<file path="src/rtl/special_register_bank_pkg.sv">
// special_register_pkg: shared register indices and default sizing for the special register bank
package special_register_pkg;

    typedef enum logic [2:0] {
        ZERO          = 3'd0,
        ADDRESS       = 3'd1,
        BASE          = 3'd2,
        INDEX         = 3'd3,
        STACK_POINTER = 3'd4,
        BASE_POINTER  = 3'd5,
        DATA          = 3'd6
    } reg_index_e;

    localparam int          DEFAULT_DATA_WIDTH  = 16;
    localparam int          DEFAULT_REG_COUNT   = 8;
    localparam logic [15:0] DEFAULT_STACK_BASE  = 16'hFFFE;
    localparam logic [15:0] DEFAULT_STACK_LIMIT = 16'h8000;
    localparam int          DEFAULT_STACK_STEP  = 2;

endpackage

</file>
<file path="src/rtl/special_register_bank_if.sv">
// special_register_bank_if: read/write/stack bus between the address unit and the special register bank
interface special_register_bank_if #(
    parameter int DATA_WIDTH = 16,
    parameter int ADDR_WIDTH = 3
);
    logic                  read;
    logic [ADDR_WIDTH-1:0] readAddress1;
    logic [ADDR_WIDTH-1:0] readAddress2;
    logic [DATA_WIDTH-1:0] data1;
    logic [DATA_WIDTH-1:0] data2;
    logic                  write;
    logic [ADDR_WIDTH-1:0] writeAddress;
    logic [DATA_WIDTH-1:0] writeData;
    logic                  push;
    logic                  pop;
    logic [DATA_WIDTH-1:0] stackPointer;
    logic                  stackOverflow;
    logic                  stackUnderflow;

    modport master (
        output read, readAddress1, readAddress2, write, writeAddress, writeData, push, pop,
        input  data1, data2, stackPointer, stackOverflow, stackUnderflow
    );

    modport slave (
        input  read, readAddress1, readAddress2, write, writeAddress, writeData, push, pop,
        output data1, data2, stackPointer, stackOverflow, stackUnderflow
    );
endinterface

</file>
<file path="src/rtl/special_register_bank_stack_pointer_unit.sv">
// stack_pointer_unit: next stack pointer and overflow/underflow events from push/pop requests
module stack_pointer_unit
    import special_register_pkg::*;
#(
    parameter int                    DATA_WIDTH  = DEFAULT_DATA_WIDTH,
    parameter logic [DATA_WIDTH-1:0] STACK_BASE  = DATA_WIDTH'(DEFAULT_STACK_BASE),
    parameter logic [DATA_WIDTH-1:0] STACK_LIMIT = DATA_WIDTH'(DEFAULT_STACK_LIMIT),
    parameter int                    STACK_STEP  = DEFAULT_STACK_STEP
) (
    input  logic                  push,
    input  logic                  pop,
    input  logic                  override,
    input  logic [DATA_WIDTH-1:0] sp,
    output logic [DATA_WIDTH-1:0] next_sp,
    output logic                  overflow_set,
    output logic                  underflow_set
);
    logic do_push, do_pop;

    // simultaneous push+pop cancel out; an explicit SP write suppresses both
    always_comb begin
        do_push       = push && !pop && !override;
        do_pop        = pop && !push && !override;
        overflow_set  = do_push && sp == STACK_LIMIT;
        underflow_set = do_pop && sp == STACK_BASE;
        next_sp       = (do_push && !overflow_set) ? sp - DATA_WIDTH'(STACK_STEP) :
                        (do_pop && !underflow_set) ? sp + DATA_WIDTH'(STACK_STEP) : sp;
    end
endmodule

</file>
<file path="src/rtl/special_register_bank.sv">
// special_register_bank: special registers with hardwired zero, bypassed registered reads and a checked stack pointer
module special_register_bank
    import special_register_pkg::*;
#(
    parameter int                    DATA_WIDTH  = DEFAULT_DATA_WIDTH,
    parameter int                    REG_COUNT   = DEFAULT_REG_COUNT,
    parameter int                    ADDR_WIDTH  = $clog2(REG_COUNT),
    parameter int                    SP_INDEX    = int'(STACK_POINTER),
    parameter logic [DATA_WIDTH-1:0] STACK_BASE  = DATA_WIDTH'(DEFAULT_STACK_BASE),
    parameter logic [DATA_WIDTH-1:0] STACK_LIMIT = DATA_WIDTH'(DEFAULT_STACK_LIMIT),
    parameter int                    STACK_STEP  = DEFAULT_STACK_STEP
) (
    input logic                    clock,
    input logic                    reset,
    special_register_bank_if.slave bus
);
    logic [DATA_WIDTH-1:0] regs      [REG_COUNT];
    logic [DATA_WIDTH-1:0] next_regs [REG_COUNT];
    logic [DATA_WIDTH-1:0] sp_next;
    logic                  sp_override, overflow_set, underflow_set;

    assign sp_override      = bus.write && bus.writeAddress == ADDR_WIDTH'(SP_INDEX);
    assign bus.stackPointer = regs[SP_INDEX];

    stack_pointer_unit #(
        .DATA_WIDTH (DATA_WIDTH),
        .STACK_BASE (STACK_BASE),
        .STACK_LIMIT(STACK_LIMIT),
        .STACK_STEP (STACK_STEP)
    ) u_sp (
        .push         (bus.push),
        .pop          (bus.pop),
        .override     (sp_override),
        .sp           (regs[SP_INDEX]),
        .next_sp      (sp_next),
        .overflow_set (overflow_set),
        .underflow_set(underflow_set)
    );

    // next_regs is the post-edge state; reads sample it, which gives write and push/pop bypass
    always_comb begin
        next_regs = regs;
        if (bus.write && bus.writeAddress != '0) next_regs[bus.writeAddress] = bus.writeData;
        if (!sp_override) next_regs[SP_INDEX] = sp_next;
    end

    always_ff @(posedge clock) begin
        if (reset) begin
            for (int i = 0; i < REG_COUNT; i++) regs[i] <= (i == SP_INDEX) ? STACK_BASE : '0;
            bus.data1          <= '0;
            bus.data2          <= '0;
            bus.stackOverflow  <= 1'b0;
            bus.stackUnderflow <= 1'b0;
        end else begin
            regs               <= next_regs;
            bus.data1          <= (bus.read && bus.readAddress1 != '0) ? next_regs[bus.readAddress1] : '0;
            bus.data2          <= (bus.read && bus.readAddress2 != '0) ? next_regs[bus.readAddress2] : '0;
            bus.stackOverflow  <= bus.stackOverflow | overflow_set;
            bus.stackUnderflow <= bus.stackUnderflow | underflow_set;
        end
    end
endmodule

</file>
<file path="src/flat_wrapper.sv">
// flat-port wrapper written by rule: the top's interface ports become plain ports
module special_register_bank_flat import special_register_pkg::*;
#(
    parameter int                    DATA_WIDTH  = DEFAULT_DATA_WIDTH,
    parameter int                    REG_COUNT   = DEFAULT_REG_COUNT,
    parameter int                    ADDR_WIDTH  = $clog2(REG_COUNT),
    parameter int                    SP_INDEX    = int'(STACK_POINTER),
    parameter logic [DATA_WIDTH-1:0] STACK_BASE  = DATA_WIDTH'(DEFAULT_STACK_BASE),
    parameter logic [DATA_WIDTH-1:0] STACK_LIMIT = DATA_WIDTH'(DEFAULT_STACK_LIMIT),
    parameter int                    STACK_STEP  = DEFAULT_STACK_STEP
)
  (clock, reset, bus_read, bus_readAddress1, bus_readAddress2, bus_write, bus_writeAddress, bus_writeData, bus_push, bus_pop, bus_data1, bus_data2, bus_stackPointer, bus_stackOverflow, bus_stackUnderflow);
  special_register_bank_if #(.DATA_WIDTH(DATA_WIDTH), .ADDR_WIDTH(ADDR_WIDTH)) bus_i ();
  input logic clock;
  input logic reset;
  input wire logic [$bits(bus_i.read)-1:0] bus_read;
  input wire logic [$bits(bus_i.readAddress1)-1:0] bus_readAddress1;
  input wire logic [$bits(bus_i.readAddress2)-1:0] bus_readAddress2;
  input wire logic [$bits(bus_i.write)-1:0] bus_write;
  input wire logic [$bits(bus_i.writeAddress)-1:0] bus_writeAddress;
  input wire logic [$bits(bus_i.writeData)-1:0] bus_writeData;
  input wire logic [$bits(bus_i.push)-1:0] bus_push;
  input wire logic [$bits(bus_i.pop)-1:0] bus_pop;
  output wire logic [$bits(bus_i.data1)-1:0] bus_data1;
  output wire logic [$bits(bus_i.data2)-1:0] bus_data2;
  output wire logic [$bits(bus_i.stackPointer)-1:0] bus_stackPointer;
  output wire logic [$bits(bus_i.stackOverflow)-1:0] bus_stackOverflow;
  output wire logic [$bits(bus_i.stackUnderflow)-1:0] bus_stackUnderflow;
  assign bus_i.read = bus_read;
  assign bus_i.readAddress1 = bus_readAddress1;
  assign bus_i.readAddress2 = bus_readAddress2;
  assign bus_i.write = bus_write;
  assign bus_i.writeAddress = bus_writeAddress;
  assign bus_i.writeData = bus_writeData;
  assign bus_i.push = bus_push;
  assign bus_i.pop = bus_pop;
  assign bus_data1 = bus_i.data1;
  assign bus_data2 = bus_i.data2;
  assign bus_stackPointer = bus_i.stackPointer;
  assign bus_stackOverflow = bus_i.stackOverflow;
  assign bus_stackUnderflow = bus_i.stackUnderflow;
  special_register_bank #(.DATA_WIDTH(DATA_WIDTH), .REG_COUNT(REG_COUNT), .ADDR_WIDTH(ADDR_WIDTH), .SP_INDEX(SP_INDEX), .STACK_BASE(STACK_BASE), .STACK_LIMIT(STACK_LIMIT), .STACK_STEP(STACK_STEP)) u_core (.clock(clock), .reset(reset), .bus(bus_i));
endmodule
</file>
<file path="config.mk">
export PLATFORM = sky130hd
export DESIGN_NAME = special_register_bank_flat
export DESIGN_NICKNAME = d
export VERILOG_FILES = /design/src/rtl/special_register_bank_pkg.sv /design/src/rtl/special_register_bank_if.sv /design/src/rtl/special_register_bank_stack_pointer_unit.sv /design/src/rtl/special_register_bank.sv /design/src/flat_wrapper.sv
export SDC_FILE = /design/constraint.sdc
export NUM_CORES = 1
export LEC_CHECK = 0
export CAP_MARGIN = 20
export CORE_ASPECT_RATIO = 1.75
export CORE_UTILIZATION = 55
export CTS_CLUSTER_SIZE = 28
export DETAILED_ROUTE_END_ITERATION = 10
export PLACE_DENSITY = 0.82
export SYNTH_ARGS = -nofsm -noshare
export SYNTH_HDL_FRONTEND = slang
export SYNTH_HIERARCHICAL = 1
export SYNTH_SLANG_ARGS = --single-unit
</file>
<file path="constraint.sdc">
create_clock -name clock -period 5.58 [get_ports clock]
set_clock_uncertainty 0.05 [all_clocks]
set_input_delay 1.674 -clock clock [delete_from_list [all_inputs] [get_ports clock]]
set_output_delay 1.674 -clock clock [all_outputs]
set_load 0.03 [all_outputs]
</file>
==> key figures <==
Die
  – Core area: 15500 um2
  – Cell Rows: 60
  – Die Y: approximately 170 um
  – Die Span X: 97.1 um
  – Starting Density: roughly 56%
  – Die Outline Area: around 16000 um2
  – IO Pins: a little over 80

Clock network
  – Clock transition at path regs: 0.07 ns
  – Cts hold-fix bufs: 0
  – Root buffer cell: clkbuf_16
  – H-tree depth: 4
  – Post-CTS setup buffers: 0
  – Clock sink total: between 150 and 200
  – Bufs on Longest Clock Path: 2
  – CTS tree: done
  – Post-CTS sizing: 0
  – Clk_lat worst skew: between 0.4 and 0.5 ns
  – Num CTS Buffers: 17

Routing
  – Wire length on met1: 10.1 mm
  – DR WL/cell: ~22 um
  – Met3 routed WL: between 1.5 and 2 mm
  – Via-per-instance ratio: 6.72
  – 1st-pass router iterations: 5
  – Iter 0 DRT Violations: ~1000
  – Final ANT Viol Nets: 0
  – Residual DRC count: 0
  – Vias: just over 8000
  – Max layer used: met4
  – Total routed wirelength: ~26 mm
  – Met2 wire len: ~13 mm

Timing
  – Max_slew headroom: 21.4%
  – Worst-margin pin slew: 1.18 ns
  – Final period util: 80.1%
  – Crit path time final: 4.47 ns
  – Setup TNS: 0 ns
  – Max Fclk: between 200 and 250 MHz
  – Setup ws final: around 1.1 ns
  – Setup violators final: 0
  – RSZ-0062 raised after global routing: no
  – Final hold violations: 0
  – Max Slew Vio Count: 0

Global routing
  – Global-route wire length before repair: ~42 mm
  – Grt ovf: 0
  – Initial antenna violation count: 0
  – Vias in the first global route: between 7000 and 8000
  – Largest net degree at the start of global routing: 70
  – Overall Global Routing Usage: between 30 and 40%

Placed design
  – DP HPWL: approximately 18 mm
  – DP Area: between 9000 and 10000 um2
  – GP Congestion: 0.994
  – Pre-CTS setup slack: 0.783 ns
  – PortBufs: 80

Yosys
  – Syn Inst Count: 1000
  – Area leader, netlist: dfxtp_1
  – Post-synth ARST share: 0%
  – Syn Std Cell Area: 8710 um2
  – Sequential share of the synthesized area: 37.2%
  – Top FF cell, synth: dfxtp_1
  – Synth Area per Inst: between 8 and 9 um2
  – Number of flops mapped to enable cells by yosys: 0
  – Top cell type's share of synthesized area: approximately 37%
  – Syn nets: approximately 1000
  – Most frequent cell after synthesis: dfxtp_1
  – Synth cell types: 72
  – Synth Register Bits: between 150 and 200
  – Most frequent cells after synthesis: dfxtp_1, nor2_1, mux2i_1
  – Top cells by area, synth: dfxtp_1, mux2i_1, nor2_1
  – Synth warnings: 6

Worst setup path
  – R2R cell count: 9
  – CP startpoint kind: primary input
  – CP endpoint kind: flop
  – CP startpoint: bus_writeAddress[0]
  – RR Endpoint: u_core/bus.data2[5]$_SDFF_PP0_
  – CP arrival: about 4.7 ns
  – CP Data Required Time: just under 6 ns
  – R2R setup slack: 2.06 ns
  – Critical Path Fanout Max: 32
  – CP Class: primary input to flop
  – Reg2Reg Launch Point: u_core/bus.stackPointer[5]$_SDFF_PP1_
  – CP Capture Point: u_core/bus.data2[5]$_SDFF_PP0_

Min path
  – Worst hold path class: flop to flop
  – Min-delay src: u_core/bus.stackUnderflow$_SDFF_PP0_

Layout
  – Final nets: roughly 1000
  – Layout cells sized above 1: between 8 and 9%
  – Layout area overhead: 12.8%
  – Post-route cell area: 9830 um2
  – Diode count: 0
  – Core Util, Final: roughly 64%

Outcome
  – Outcome: finished clean

Power and ir drop
  – Cell area power density: about 310 nW/um2
  – Worst vdd ir: slightly below 200 uV
  – Leakage Power: roughly 3.8 nW

Run
  – Maximum Capacitance Violations: 0
## where the power goes
group          switching, mW  internal [mW]
combinational          0.384          0.227
clock                  0.500          0.668
sequential            0.0573           1.20
## state kept, by name, indices dropped and copies added (netlist names)
name                       cells
u_core/bus.stackUnderflow      1
u_core/regs                  112
u_core/bus.data2              16
u_core/bus.stackOverflow       1
u_core/bus.data1              16
u_core/bus.stackPointer       16
## area by class of cell
type / instances / area (um2)
Fill cell: 1295 / 5640
Sequential cell: 162 / 3240
Tap cell: 186 / 233
Timing Repair Buffer: 103 / 961
Clock buffer: 19 / 433
Inverter: 8 / 30.0
Multi-Input combinational cell: 710 / 4780
Clock inverter: 13 / 154
## worst min path at each step
stage	end	slack (ns)	cells past startpoint
final	u_core/bus.stackUnderflow$_SDFF_PP0_	0.42	2
after global routing	u_core/regs[113]$_SDFF_PP0_	0.44	1
after CTS	u_core/regs[38]$_SDFF_PP0_	0.43	2
after detailed placement	u_core/bus.stackUnderflow$_SDFF_PP0_	0.41	2
after global placement	u_core/bus.stackOverflow$_SDFF_PP0_	0.40	2
after floorplan	u_core/regs[33]$_SDFF_PP0_	0.40	2
## routing by layer
layer,vias up,track usage (%)
met2,489,53.9
met4,0,21.5
met3,128,5.04
li1,3636,-
met5,-,0
met1,3821,38.6
## kinds of logic (layout without fill, tap and decap cells)
logic type | Yosys count | count (layout) | share of synthesized area [%]
fa+ha+maj | 2 | 2 | 0.287
xor+xnor | 16 | 16 | 1.61
compound gates | 229 | 229 | 19.7
simple gates | 360 | 360 | 21.1
buf+inv | 128 | 143 | 8.07
mux | 103 | 103 | 12.0
flops | 162 | 162 | 37.2
## per-stage QoR
stage | instances | hold slack (ns) | total power, mW
after floorplan | 1000 | 0.400 | 1.70
after global placement | 1169 | 0.399 | 1.87
after detailed placement | 1169 | 0.411 | 1.87
after CTS | 1201 | 0.425 | 3.03
after global routing | 1201 | 0.442 | 3.13
final | 1201 | 0.420 | 3.04
## cells in the final DEF (no fill, tap or decap), drive strengths merged, types with 4 or more instances in the layout
cell           Yosys  layout
nor4              14      14
and3               4       4
nand2b            28      28
o21ai             19      19
nor3              41      41
xor2              12      12
a21oi             48      48
nor2             144     144
or3                5       5
o22ai             13      13
nand2             55      55
a221o             26      26
clkdlybuf4s50      0      77
a211oi            50      50
clkbuf            58      19
o32a               4       4
buf               62      26
nor3b              7       7
nand4              7       7
mux2i            102     102
a211o              5       5
a31o               5       5
dfxtp            162     162
xnor2              4       4
o22a              12      12
and4bb             4       4
a311oi            17      17
clkinvlp           0       4
a222oi             4       4
a32o              10      10
nor2b             24      24
inv                8      12
nand3             12      12
## worst max-delay path: stages
cell             delay (ns)
clkdlybuf4s50_1        0.47
and4bb_4               0.26
buf_4                  0.27
nor3b_1                0.29
nand4_1                0.14
a21o_1                 0.27
o21ai_0                0.12
xor2_1                 0.17
nand2b_1               0.15
o21ai_0                0.19
a211oi_1               0.08
a2111oi_0              0.58
Note: power is estimated with default switching activity, not from simulation.
